$ cat src/rtl/axi_id_remap_shrink.sv
// axi_id_remap_shrink: narrows wide slave-port AXI IDs to a small master-port ID
// space and restores the original ID on B and R responses.
// The write and read tables are independent. Each entry holds the original ID
// and an outstanding-transaction counter, so ordering per original ID is kept.
// Ports:
//   clk_i       clock
//   rst_ni      synchronous active-low reset
//   slv_req_i   requests from the upstream master (wide IDs)
//   slv_resp_o  responses to the upstream master (wide IDs restored)
//   mst_req_o   requests to the downstream slave (narrow IDs)
//   mst_resp_i  responses from the downstream slave (narrow IDs)

package axi_id_remap_shrink_pkg;
    localparam int unsigned SlvIdW = 6;
    localparam int unsigned MstIdW = 2;

    typedef struct packed {
        logic [SlvIdW-1:0] id;
        logic [31:0]       addr;
        logic [7:0]        len;
        logic [2:0]        size;
        logic [1:0]        burst;
    } slv_ax_t;

    typedef struct packed {
        logic [MstIdW-1:0] id;
        logic [31:0]       addr;
        logic [7:0]        len;
        logic [2:0]        size;
        logic [1:0]        burst;
    } mst_ax_t;

    typedef struct packed {
        logic [31:0] data;
        logic [3:0]  strb;
        logic        last;
    } w_t;

    typedef struct packed { logic [SlvIdW-1:0] id; logic [1:0] resp; } slv_b_t;
    typedef struct packed { logic [MstIdW-1:0] id; logic [1:0] resp; } mst_b_t;

    typedef struct packed {
        logic [SlvIdW-1:0] id;
        logic [31:0]       data;
        logic [1:0]        resp;
        logic              last;
    } slv_r_t;

    typedef struct packed {
        logic [MstIdW-1:0] id;
        logic [31:0]       data;
        logic [1:0]        resp;
        logic              last;
    } mst_r_t;

    typedef struct packed {
        slv_ax_t aw; logic aw_valid; w_t w; logic w_valid; logic b_ready;
        slv_ax_t ar; logic ar_valid; logic r_ready;
    } slv_req_t;

    typedef struct packed {
        logic aw_ready; logic ar_ready; logic w_ready;
        slv_b_t b; logic b_valid; slv_r_t r; logic r_valid;
    } slv_resp_t;

    typedef struct packed {
        mst_ax_t aw; logic aw_valid; w_t w; logic w_valid; logic b_ready;
        mst_ax_t ar; logic ar_valid; logic r_ready;
    } mst_req_t;

    typedef struct packed {
        logic aw_ready; logic ar_ready; logic w_ready;
        mst_b_t b; logic b_valid; mst_r_t r; logic r_valid;
    } mst_resp_t;
endpackage

// Parameter sanity and protocol-error checks for one remap table.
module axi_id_remap_shrink_chk #(
    parameter int unsigned SlvIdWidth = 6,
    parameter int unsigned IdxWidth   = 2,
    parameter int unsigned MaxTxns    = 4
) (
    input logic clk,
    input logic rst_n,
    input logic rel_valid,
    input logic rel_cnt_zero
);
    if (IdxWidth >= SlvIdWidth) begin : g_bad_width
        $error("master-port ID width must be smaller than slave-port ID width");
    end
    if (MaxTxns < 1) begin : g_bad_txns
        $error("MaxTxnsPerId must be at least 1");
    end

    // A response for an entry with no outstanding transaction is a protocol error.
    always_ff @(posedge clk) begin
        if (rst_n && rel_valid) begin
            assert (!rel_cnt_zero) else $error("response ID refers to an idle table entry");
        end
    end
endmodule

// One remap table: ID lookup/allocation, lock of a stalled choice, counters.
module axi_id_remap_shrink_table #(
    parameter int unsigned SlvIdWidth = 6,
    parameter int unsigned IdxWidth   = 2,
    parameter int unsigned MaxTxns    = 4,
    parameter int unsigned CntWidth   = 3
) (
    input  logic                  clk,
    input  logic                  rst_n,
    input  logic                  req_valid,
    input  logic [SlvIdWidth-1:0] req_id,
    output logic                  req_ready,
    output logic                  out_valid,
    output logic [IdxWidth-1:0]   out_idx,
    input  logic                  out_ready,
    input  logic                  rel_valid,
    input  logic [IdxWidth-1:0]   rel_idx,
    output logic [SlvIdWidth-1:0] rel_slv_id
);
    localparam int unsigned TableSize = 2 ** IdxWidth;

    logic [CntWidth-1:0]   cnt_r    [TableSize];
    logic [SlvIdWidth-1:0] slv_id_r [TableSize];
    logic                  lock_valid_r;
    logic [IdxWidth-1:0]   lock_idx_r;

    logic                  hit_s, free_s, go_s, alloc_s, used_s, hs_s, rel_cnt_zero_s;
    logic [IdxWidth-1:0]   hit_idx_s, free_idx_s;

    // Search for a matching used entry and for the lowest-index unused entry.
    always_comb begin
        hit_s      = 1'b0;
        hit_idx_s  = '0;
        free_s     = 1'b0;
        free_idx_s = '0;
        used_s     = 1'b0;
        // Descending scan so the lowest matching index is the one kept.
        for (int i = TableSize - 1; i >= 0; i--) begin
            used_s = (cnt_r[i] != '0) || (lock_valid_r && (lock_idx_r == IdxWidth'(i)));
            if (used_s && (slv_id_r[i] == req_id)) begin
                hit_s     = 1'b1;
                hit_idx_s = IdxWidth'(i);
            end else if (!used_s) begin
                free_s     = 1'b1;
                free_idx_s = IdxWidth'(i);
            end else begin
                free_s = free_s;
            end
        end
    end

    // Choose the outgoing index: a held lock wins, then a hit, then a free entry.
    always_comb begin
        go_s    = 1'b0;
        out_idx = '0;
        alloc_s = 1'b0;
        if (lock_valid_r) begin
            go_s    = 1'b1;
            out_idx = lock_idx_r;
        end else if (hit_s) begin
            go_s    = (cnt_r[hit_idx_s] < CntWidth'(MaxTxns));
            out_idx = hit_idx_s;
        end else if (free_s) begin
            go_s    = 1'b1;
            out_idx = free_idx_s;
            alloc_s = 1'b1;
        end else begin
            go_s = 1'b0;
        end
    end

    assign out_valid      = req_valid && go_s;
    assign req_ready      = req_valid && go_s && out_ready;
    assign hs_s           = out_valid && out_ready;
    assign rel_slv_id     = slv_id_r[rel_idx];
    assign rel_cnt_zero_s = (cnt_r[rel_idx] == '0);

    // Table state: lock register, original-ID fields and outstanding counters.
    always_ff @(posedge clk) begin
        if (!rst_n) begin
            lock_valid_r <= 1'b0;
            lock_idx_r   <= '0;
            for (int i = 0; i < TableSize; i++) begin
                cnt_r[i]    <= '0;
                slv_id_r[i] <= '0;
            end
        end else begin
            if (hs_s) begin
                lock_valid_r <= 1'b0;
            end else if (out_valid) begin
                lock_valid_r <= 1'b1;
                lock_idx_r   <= out_idx;
            end
            if (out_valid && alloc_s) begin
                slv_id_r[out_idx] <= req_id;
            end
            for (int i = 0; i < TableSize; i++) begin
                // Decrement saturates at zero on an illegal response.
                if ((hs_s && (out_idx == IdxWidth'(i))) &&
                    !(rel_valid && (rel_idx == IdxWidth'(i)) && (cnt_r[i] != '0))) begin
                    cnt_r[i] <= cnt_r[i] + CntWidth'(1);
                end else if (!(hs_s && (out_idx == IdxWidth'(i))) &&
                             (rel_valid && (rel_idx == IdxWidth'(i)) && (cnt_r[i] != '0))) begin
                    cnt_r[i] <= cnt_r[i] - CntWidth'(1);
                end
            end
        end
    end

    axi_id_remap_shrink_chk #(
        .SlvIdWidth(SlvIdWidth), .IdxWidth(IdxWidth), .MaxTxns(MaxTxns)
    ) u_chk (
        .clk(clk), .rst_n(rst_n), .rel_valid(rel_valid), .rel_cnt_zero(rel_cnt_zero_s)
    );
endmodule

module axi_id_remap_shrink #(
    parameter int unsigned AxiSlvPortIdWidth = 6,
    parameter int unsigned AxiMstPortIdWidth = 2,
    parameter int unsigned MaxTxnsPerId      = 4,
    parameter type slv_req_t  = axi_id_remap_shrink_pkg::slv_req_t,
    parameter type slv_resp_t = axi_id_remap_shrink_pkg::slv_resp_t,
    parameter type mst_req_t  = axi_id_remap_shrink_pkg::mst_req_t,
    parameter type mst_resp_t = axi_id_remap_shrink_pkg::mst_resp_t,
    localparam int unsigned CntWidth = $clog2(MaxTxnsPerId + 1)
) (
    input  logic      clk_i,
    input  logic      rst_ni,
    input  slv_req_t  slv_req_i,
    output slv_resp_t slv_resp_o,
    output mst_req_t  mst_req_o,
    input  mst_resp_t mst_resp_i
);
    logic                         aw_valid_s, aw_ready_s, ar_valid_s, ar_ready_s;
    logic [AxiMstPortIdWidth-1:0] aw_idx_s, ar_idx_s;
    logic [AxiSlvPortIdWidth-1:0] b_slv_id_s, r_slv_id_s;
    logic                         b_rel_s, r_rel_s;

    assign b_rel_s = mst_resp_i.b_valid && slv_req_i.b_ready;
    assign r_rel_s = mst_resp_i.r_valid && slv_req_i.r_ready && mst_resp_i.r.last;

    axi_id_remap_shrink_table #(
        .SlvIdWidth(AxiSlvPortIdWidth), .IdxWidth(AxiMstPortIdWidth),
        .MaxTxns(MaxTxnsPerId), .CntWidth(CntWidth)
    ) u_wr_table (
        .clk(clk_i), .rst_n(rst_ni),
        .req_valid(slv_req_i.aw_valid), .req_id(slv_req_i.aw.id), .req_ready(aw_ready_s),
        .out_valid(aw_valid_s), .out_idx(aw_idx_s), .out_ready(mst_resp_i.aw_ready),
        .rel_valid(b_rel_s), .rel_idx(mst_resp_i.b.id), .rel_slv_id(b_slv_id_s)
    );

    axi_id_remap_shrink_table #(
        .SlvIdWidth(AxiSlvPortIdWidth), .IdxWidth(AxiMstPortIdWidth),
        .MaxTxns(MaxTxnsPerId), .CntWidth(CntWidth)
    ) u_rd_table (
        .clk(clk_i), .rst_n(rst_ni),
        .req_valid(slv_req_i.ar_valid), .req_id(slv_req_i.ar.id), .req_ready(ar_ready_s),
        .out_valid(ar_valid_s), .out_idx(ar_idx_s), .out_ready(mst_resp_i.ar_ready),
        .rel_valid(r_rel_s), .rel_idx(mst_resp_i.r.id), .rel_slv_id(r_slv_id_s)
    );

    // Request path: pass through everything except the remapped IDs and gated valids.
    always_comb begin
        mst_req_o          = '0;
        mst_req_o.aw.id    = aw_idx_s;
        mst_req_o.aw.addr  = slv_req_i.aw.addr;
        mst_req_o.aw.len   = slv_req_i.aw.len;
        mst_req_o.aw.size  = slv_req_i.aw.size;
        mst_req_o.aw.burst = slv_req_i.aw.burst;
        mst_req_o.aw_valid = aw_valid_s;
        mst_req_o.w        = slv_req_i.w;
        mst_req_o.w_valid  = slv_req_i.w_valid;
        mst_req_o.b_ready  = slv_req_i.b_ready;
        mst_req_o.ar.id    = ar_idx_s;
        mst_req_o.ar.addr  = slv_req_i.ar.addr;
        mst_req_o.ar.len   = slv_req_i.ar.len;
        mst_req_o.ar.size  = slv_req_i.ar.size;
        mst_req_o.ar.burst = slv_req_i.ar.burst;
        mst_req_o.ar_valid = ar_valid_s;
        mst_req_o.r_ready  = slv_req_i.r_ready;
    end

    // Response path: restore original IDs from the tables.
    always_comb begin
        slv_resp_o          = '0;
        slv_resp_o.aw_ready = aw_ready_s;
        slv_resp_o.ar_ready = ar_ready_s;
        slv_resp_o.w_ready  = mst_resp_i.w_ready;
        slv_resp_o.b.id     = b_slv_id_s;
        slv_resp_o.b.resp   = mst_resp_i.b.resp;
        slv_resp_o.b_valid  = mst_resp_i.b_valid;
        slv_resp_o.r.id     = r_slv_id_s;
        slv_resp_o.r.data   = mst_resp_i.r.data;
        slv_resp_o.r.resp   = mst_resp_i.r.resp;
        slv_resp_o.r.last   = mst_resp_i.r.last;
        slv_resp_o.r_valid  = mst_resp_i.r_valid;
    end
endmodule

$ cat config.mk
export PLATFORM = sky130hd
export DESIGN_NAME = axi_id_remap_shrink
export DESIGN_NICKNAME = d
export VERILOG_FILES = /design/src/rtl/axi_id_remap_shrink.sv
export SDC_FILE = /design/constraint.sdc
export NUM_CORES = 1
export LEC_CHECK = 0
export BUFFER_PORTS_ARGS = -buffer_cell sky130_fd_sc_hd__buf_2
export CORE_AREA = 2 2 148 150
export CTS_BUF_LIST = sky130_fd_sc_hd__clkbuf_2 sky130_fd_sc_hd__clkbuf_4 sky130_fd_sc_hd__clkbuf_8
export CTS_CLUSTER_SIZE = 25
export DETAILED_ROUTE_END_ITERATION = 8
export DIE_AREA = 0 0 150 152
export GPL_ROUTABILITY_DRIVEN = 0
export GPL_TIMING_DRIVEN = 0
export SYNTH_ARGS = -nofsm -noshare
export SYNTH_HDL_FRONTEND = slang
export SYNTH_SLANG_ARGS = --single-unit
$ cat constraint.sdc
create_clock -name clk_i -period 3.65 [get_ports clk_i]
set_clock_uncertainty 0.2 [all_clocks]
set_input_delay 0.365 -clock clk_i [delete_from_list [all_inputs] [get_ports clk_i]]
set_output_delay 0.365 -clock clk_i [all_outputs]
set_load 0.01 [all_outputs]
Word-level counts from Yosys, hierarchy flattened:

Memory sizes are Yosys's and may differ from the RTL's.
Cells that the tools add are included.

* RAM bits: 72
* memories: 4
* latch bits: 0
* logic and storage cells: 329
* register bits after elaboration: 6
* ROM bits: 0
* input port bits: 192

Memories
* u_rd_table.slv_id_r: words 4, width 6, rd ports 5, clocked after memory_dff 0, write ports 4, RTL line 125 `logic [SlvIdWidth-1:0] slv_id_r [TableSize];`
* u_wr_table.slv_id_r: words 4, width 6, rd ports 5, clocked after memory_dff 0, write ports 4, RTL line 125
* u_rd_table.cnt_r: words 4, width 3, rd ports 5, clocked after memory_dff 0, write ports 4, RTL line 124 `logic [CntWidth-1:0] cnt_r [TableSize];`
* u_wr_table.cnt_r: words 4, width 3, rd ports 5, clocked after memory_dff 0, write ports 4, RTL line 124

* bitwise gates (word level): 19
* multiplexer cells: 149
* add/subtract/negate cells: 16
* multipliers: 0
* shifts and indexed selects: 0
* equal/unequal tests: 26
* magnitude comparators: 2
* div/mod/pow operators: 0
* reductions and logical operators: 109

Operators with widths (count)
* $mux 1: 99
* $logic_and 1x1->1: 65
* $mux 2: 32
* $eq 6x6->1: 8
* $mux 3: 16
* $add 3x1->3 const B: 8
* $eq 2x2->1 const B: 12
* $reduce_bool 3->1: 8
* $sub 3x1->3 const B: 8
* $logic_not 1->1: 16
* $or 1x1->1: 16
* $eq 2x1->1 const B: 6
* $logic_not 2->1: 6
* $mux 6: 2
* $reduce_or 6->1: 2
* $logic_or 1x1->1: 8
* $lt 3x3->1 const B: 2
* $reduce_and 2->1: 2
* $reduce_or 2->1: 2
* $not 1->1: 3

Logic depth before layout (Yosys ltp):

* word-level depth: 24
* depth in mapped cells: 15
* gate-level depth less buffers: 15

Hierarchy:

Synthesis repeated with hierarchy kept, for this count alone.

* cell total of the unflattened synthesis: 671
* area, all modules: 6640.1 um2

Modules (own cells, without submodules)
* axi_id_remap_shrink_table at u_wr_table: area each 2676.3 um2, seq. area each 1141.1 um2, instances 1, cells an instance 244
* axi_id_remap_shrink_table at u_rd_table: area each 2645.0 um2, seq. area each 1141.1 um2, instances 1, cells an instance 251
* axi_id_remap_shrink: area each 1318.8 um2, seq. area each 0.0 um2, instances 1, cells an instance 176

Worst setup path after synthesis:

Ideal clock, no wire load.

* path type: input-to-reg
* start: in slv_req_i[142] in the netlist's numbering
* end: mem u_wr_table.cnt_r[2][2] (data pin)
* stages on the path: 12
* path buffers: 1
* library setup time: 147 ps
* setup slack: -228 ps
* arrival time: 3531 ps
* cells stage by stage: clkbuf_1 > xor2_1 > nor4_1 > and2_1 > o311ai_0 > a211oi_1 > nor3_1 > or3_1 > fa_1 > xnor2_1 > or3_1 > a21oi_1

RTL lines
* start: declaration: RTL line 231 `input slv_req_t slv_req_i,`
* end: declaration: RTL line 124

==> flow_summary.ini <==
[route]
vias = 5463
via_per_inst = 4.55
postRouteWirelength_um = 16800
antenna_left = 0
dr.pass1.iters = 5
drtIter0Drc = 309
drc = 0
wl_per_cell_um = 14.0

[logic_synthesis]
synthTopCellsByCount = 174 x buf_4, 72 x edfxtp_1, 56 x nor2_1
synth_top_family_by_area = buffers and inverters
synth_warnings = 0
yosys.area_share.simple_pct = 16.9
synth.most_common_cell = buf_4
yosysSeqAreaShare_pct = 35.4
synth_cells = 679
synthAdderAreaFrac_pct = 3.02
yosys_register_bits = 78
yosysTopAreaCell = edfxtp_1
synth_top_area_share_pct = 33.5
synth_edf_count = 72
ys.flop_type = edfxtp_1
synth_mux_area_share_pct = 5.16
syn_area_um2 = 6450
synthArstFlopShare_pct = 0
synth_cell_type_count = 63
synth_xor_area_share_pct = 8.14
synth_compound_area_share_pct = 7.75
synthTopCellsByArea = edfxtp_1 34%, buf_4 20%, xor2_1 6.8%
avgSynthCellArea_um2 = 9.50
synth_nets = 883

[timing]
worst_pin_slew_ns = 1.17
fmax_mhz = 268
slew_violations = 0
hold_viol = 0
slew_headroom_pct = 21.5
setup_viol = 3
setup_ws_ns = -0.0800
rsz0062_at_grt = yes
period_needed_ns = 3.73
period_share_pct = 102
tns_ns = -0.170

[floorplanning]
die_h_um = 152
die_area_um2 = 22800
io_pins = 382
dieWidth_um = 150
rows = 54
initial_core_util_pct = 30.2
core_area_um2 = 21400

[min_path]
hold_path.class = in2reg

[cells_and_area]
final.fill_count = 2133
synthToLayoutAreaGrowth_pct = 32.4
n_antenna_cell = 0
final_nets = 1120
drive_gt1_share_pct = 54.5

[grt]
antenna_found_initial = 0
grtUsageMet3_pct = 1.89
use_met2_pct = 24.2
grt_use_met1_pct = 17.1
first_global_vias = 5032
overflow = 0
grt_max_degree = 16
top_usage_layer = met2
grt_pass1_wl_um = 25300
grt_util_all_layers_pct = 13.8

[power_and_ir_drop]
total_power_mw = 2.69
p_leak_nw = 3.90
vdd_drop_max_v = 0.000153
power_density_nw_per_um2 = 315

[placement]
io_buffers = 200
dp_hpwl_um = 12700

[clock_network]
cts.sinks = 78
htree_levels = 3
clock_path_buffers = 2
cts_buffers = 9
path_clk_slew_ns = 0.09
clock_latency_ns = 0.37
cts-root-buf = clkbuf_8
cts_tree = built

[worst_setup_path]
r2r_setup_slack_ns = -0.08
critPathLaunchType = flip-flop
arrival_ns = 3.75
cp-end-kind = flip-flop
path_max_fanout = 4
crit_type = reg2reg
slowest_stage = or4b_4
cp.required_ns = 3.67
slowest_delay_ns = 0.57
path_cells = or3_4 > o211a_4 > and2_4 > o41ai_2 > a211oi_2 > buf_4 > or4b_4 > nand3_2 > fa_2 > xor2_1 > or3_1 > a21oi_2

[job]
maxCapViolations = 0

[outcome]
status = complete, but fails checks
violations = setup timing
-- per-stage QoR --
step / instances / area [µm²] / setup slack [ns] / utilization, % / hold WS, ns
after floorplan: 679 / 6470 / -0.0191 / - / 0.320
after CTS: 1187 / 8310 / -0.0407 / 38.9 / 0.149
after global routing: 1201 / 8540 / -0.195 / 40.0 / 0.175
after global placement: 1159 / 7820 / -0.666 / 36.6 / 0.354
final: 1201 / 8540 / -0.0800 / 40.0 / 0.152
after detailed placement: 1159 / 7820 / -0.754 / 36.6 / 0.367
-- power by group --
part           total [mW]  switching (mW)  internal [mW]
clock               0.629           0.372          0.257
combinational       0.931           0.493          0.438
sequential           1.13          0.0652           1.07
-- worst max-delay path, delay by kind of cell, from the launching register on --
family	cells	cell delay (ns)
flops	1	0.41
fa+ha+maj	1	0.20
compound gates	4	0.88
simple gates	5	1.69
xor+xnor	1	0.07
buf+inv	1	0.16
-- logic make-up after synthesis --
family | after synthesis
fa+ha+maj | 12
buf+inv | 233
simple gates | 212
xor+xnor | 60
flops | 78
mux | 18
compound gates | 66
-- worst paths after layout --
| kind | from | to | cells after the start |
|---|---|---|---|
| max | u_wr_table.cnt_r[2][2] | u_wr_table.cnt_r[1][2] | 12 |
| min | mst_resp_i[44] | u_rd_table.lock_idx_r[0] | 4 |
| max reg2reg | u_wr_table.cnt_r[2][2] | u_wr_table.cnt_r[1][2] | 12 |
| min reg2reg | u_rd_table.lock_idx_r[0] | u_rd_table.lock_idx_r[0] | 2 |
-- registers in the layout, indices dropped and copies added, names as in the netlist --
signal / flops
u_wr_table.cnt_r: 12
u_rd_table.cnt_r: 12
u_wr_table.lock_idx_r: 2
u_rd_table.lock_idx_r: 2
u_rd_table.slv_id_r: 24
u_rd_table.lock_valid_r: 1
u_wr_table.slv_id_r: 24
u_wr_table.lock_valid_r: 1
-- layer usage --
metal	routed length (µm)	vias to the layer above
met5	0	-
met4	518	0
met3	1170	39
met2	8450	271
met1	6630	2504
li1	-	2649
-- layout make-up --
| type | instances | area, µm² | area share (%) |
|---|---|---|---|
| buffer | 198 | 1400 | 16.4 |
| timing repair buffer | 227 | 1200 | 14.1 |
| inverter | 34 | 128 | 1.49 |
| sequential | 78 | 2290 | 26.8 |
| clock inverter | 7 | 57.6 | 0.674 |
| tap | 280 | 350 | 4.10 |
| clock buffer | 9 | 124 | 1.45 |
| multi-input combinational | 368 | 3000 | 35.1 |
-- what timing repair did --
item / in CTS / in global routing
buffers inserted: 12 / 15
pin swaps: 15 / 24
gates resized for setup: 53 / 30
hold buffers: 0 / 0
setup endpoints to repair: 57 / 39
-- layout by cell type (no fill, tap or decap), types with 3 or more instances in the layout --
| master | count |
|---|---|
| a211oi_1 | 9 |
| nand3_2 | 3 |
| o21ai_1 | 5 |
| buf_4 | 201 |
| nand3b_1 | 5 |
| a21oi_1 | 4 |
| nor3_1 | 10 |
| nor2_1 | 55 |
| fa_2 | 5 |
| and3_1 | 4 |
| a211oi_2 | 5 |
| mux4_2 | 12 |
| xnor2_1 | 10 |
| ha_1 | 6 |
| nor3_4 | 5 |
| nand3_1 | 20 |
| xor2_1 | 49 |
| or3_1 | 10 |
| nor4_2 | 3 |
| nor3b_1 | 4 |
| and2_1 | 5 |
| buf_2 | 200 |
| inv_1 | 32 |
| dfxtp_1 | 4 |
| or3_4 | 4 |
| nand2_1 | 43 |
| clkbuf_1 | 22 |
| nand4_1 | 4 |
| clkbuf_8 | 9 |
| a21oi_2 | 3 |
| o21ai_2 | 3 |
| o21ai_0 | 5 |
| or2_2 | 3 |
| mux2i_1 | 4 |
| edfxtp_1 | 72 |
| nand2b_1 | 6 |
(Power assumes the default switching activity.)
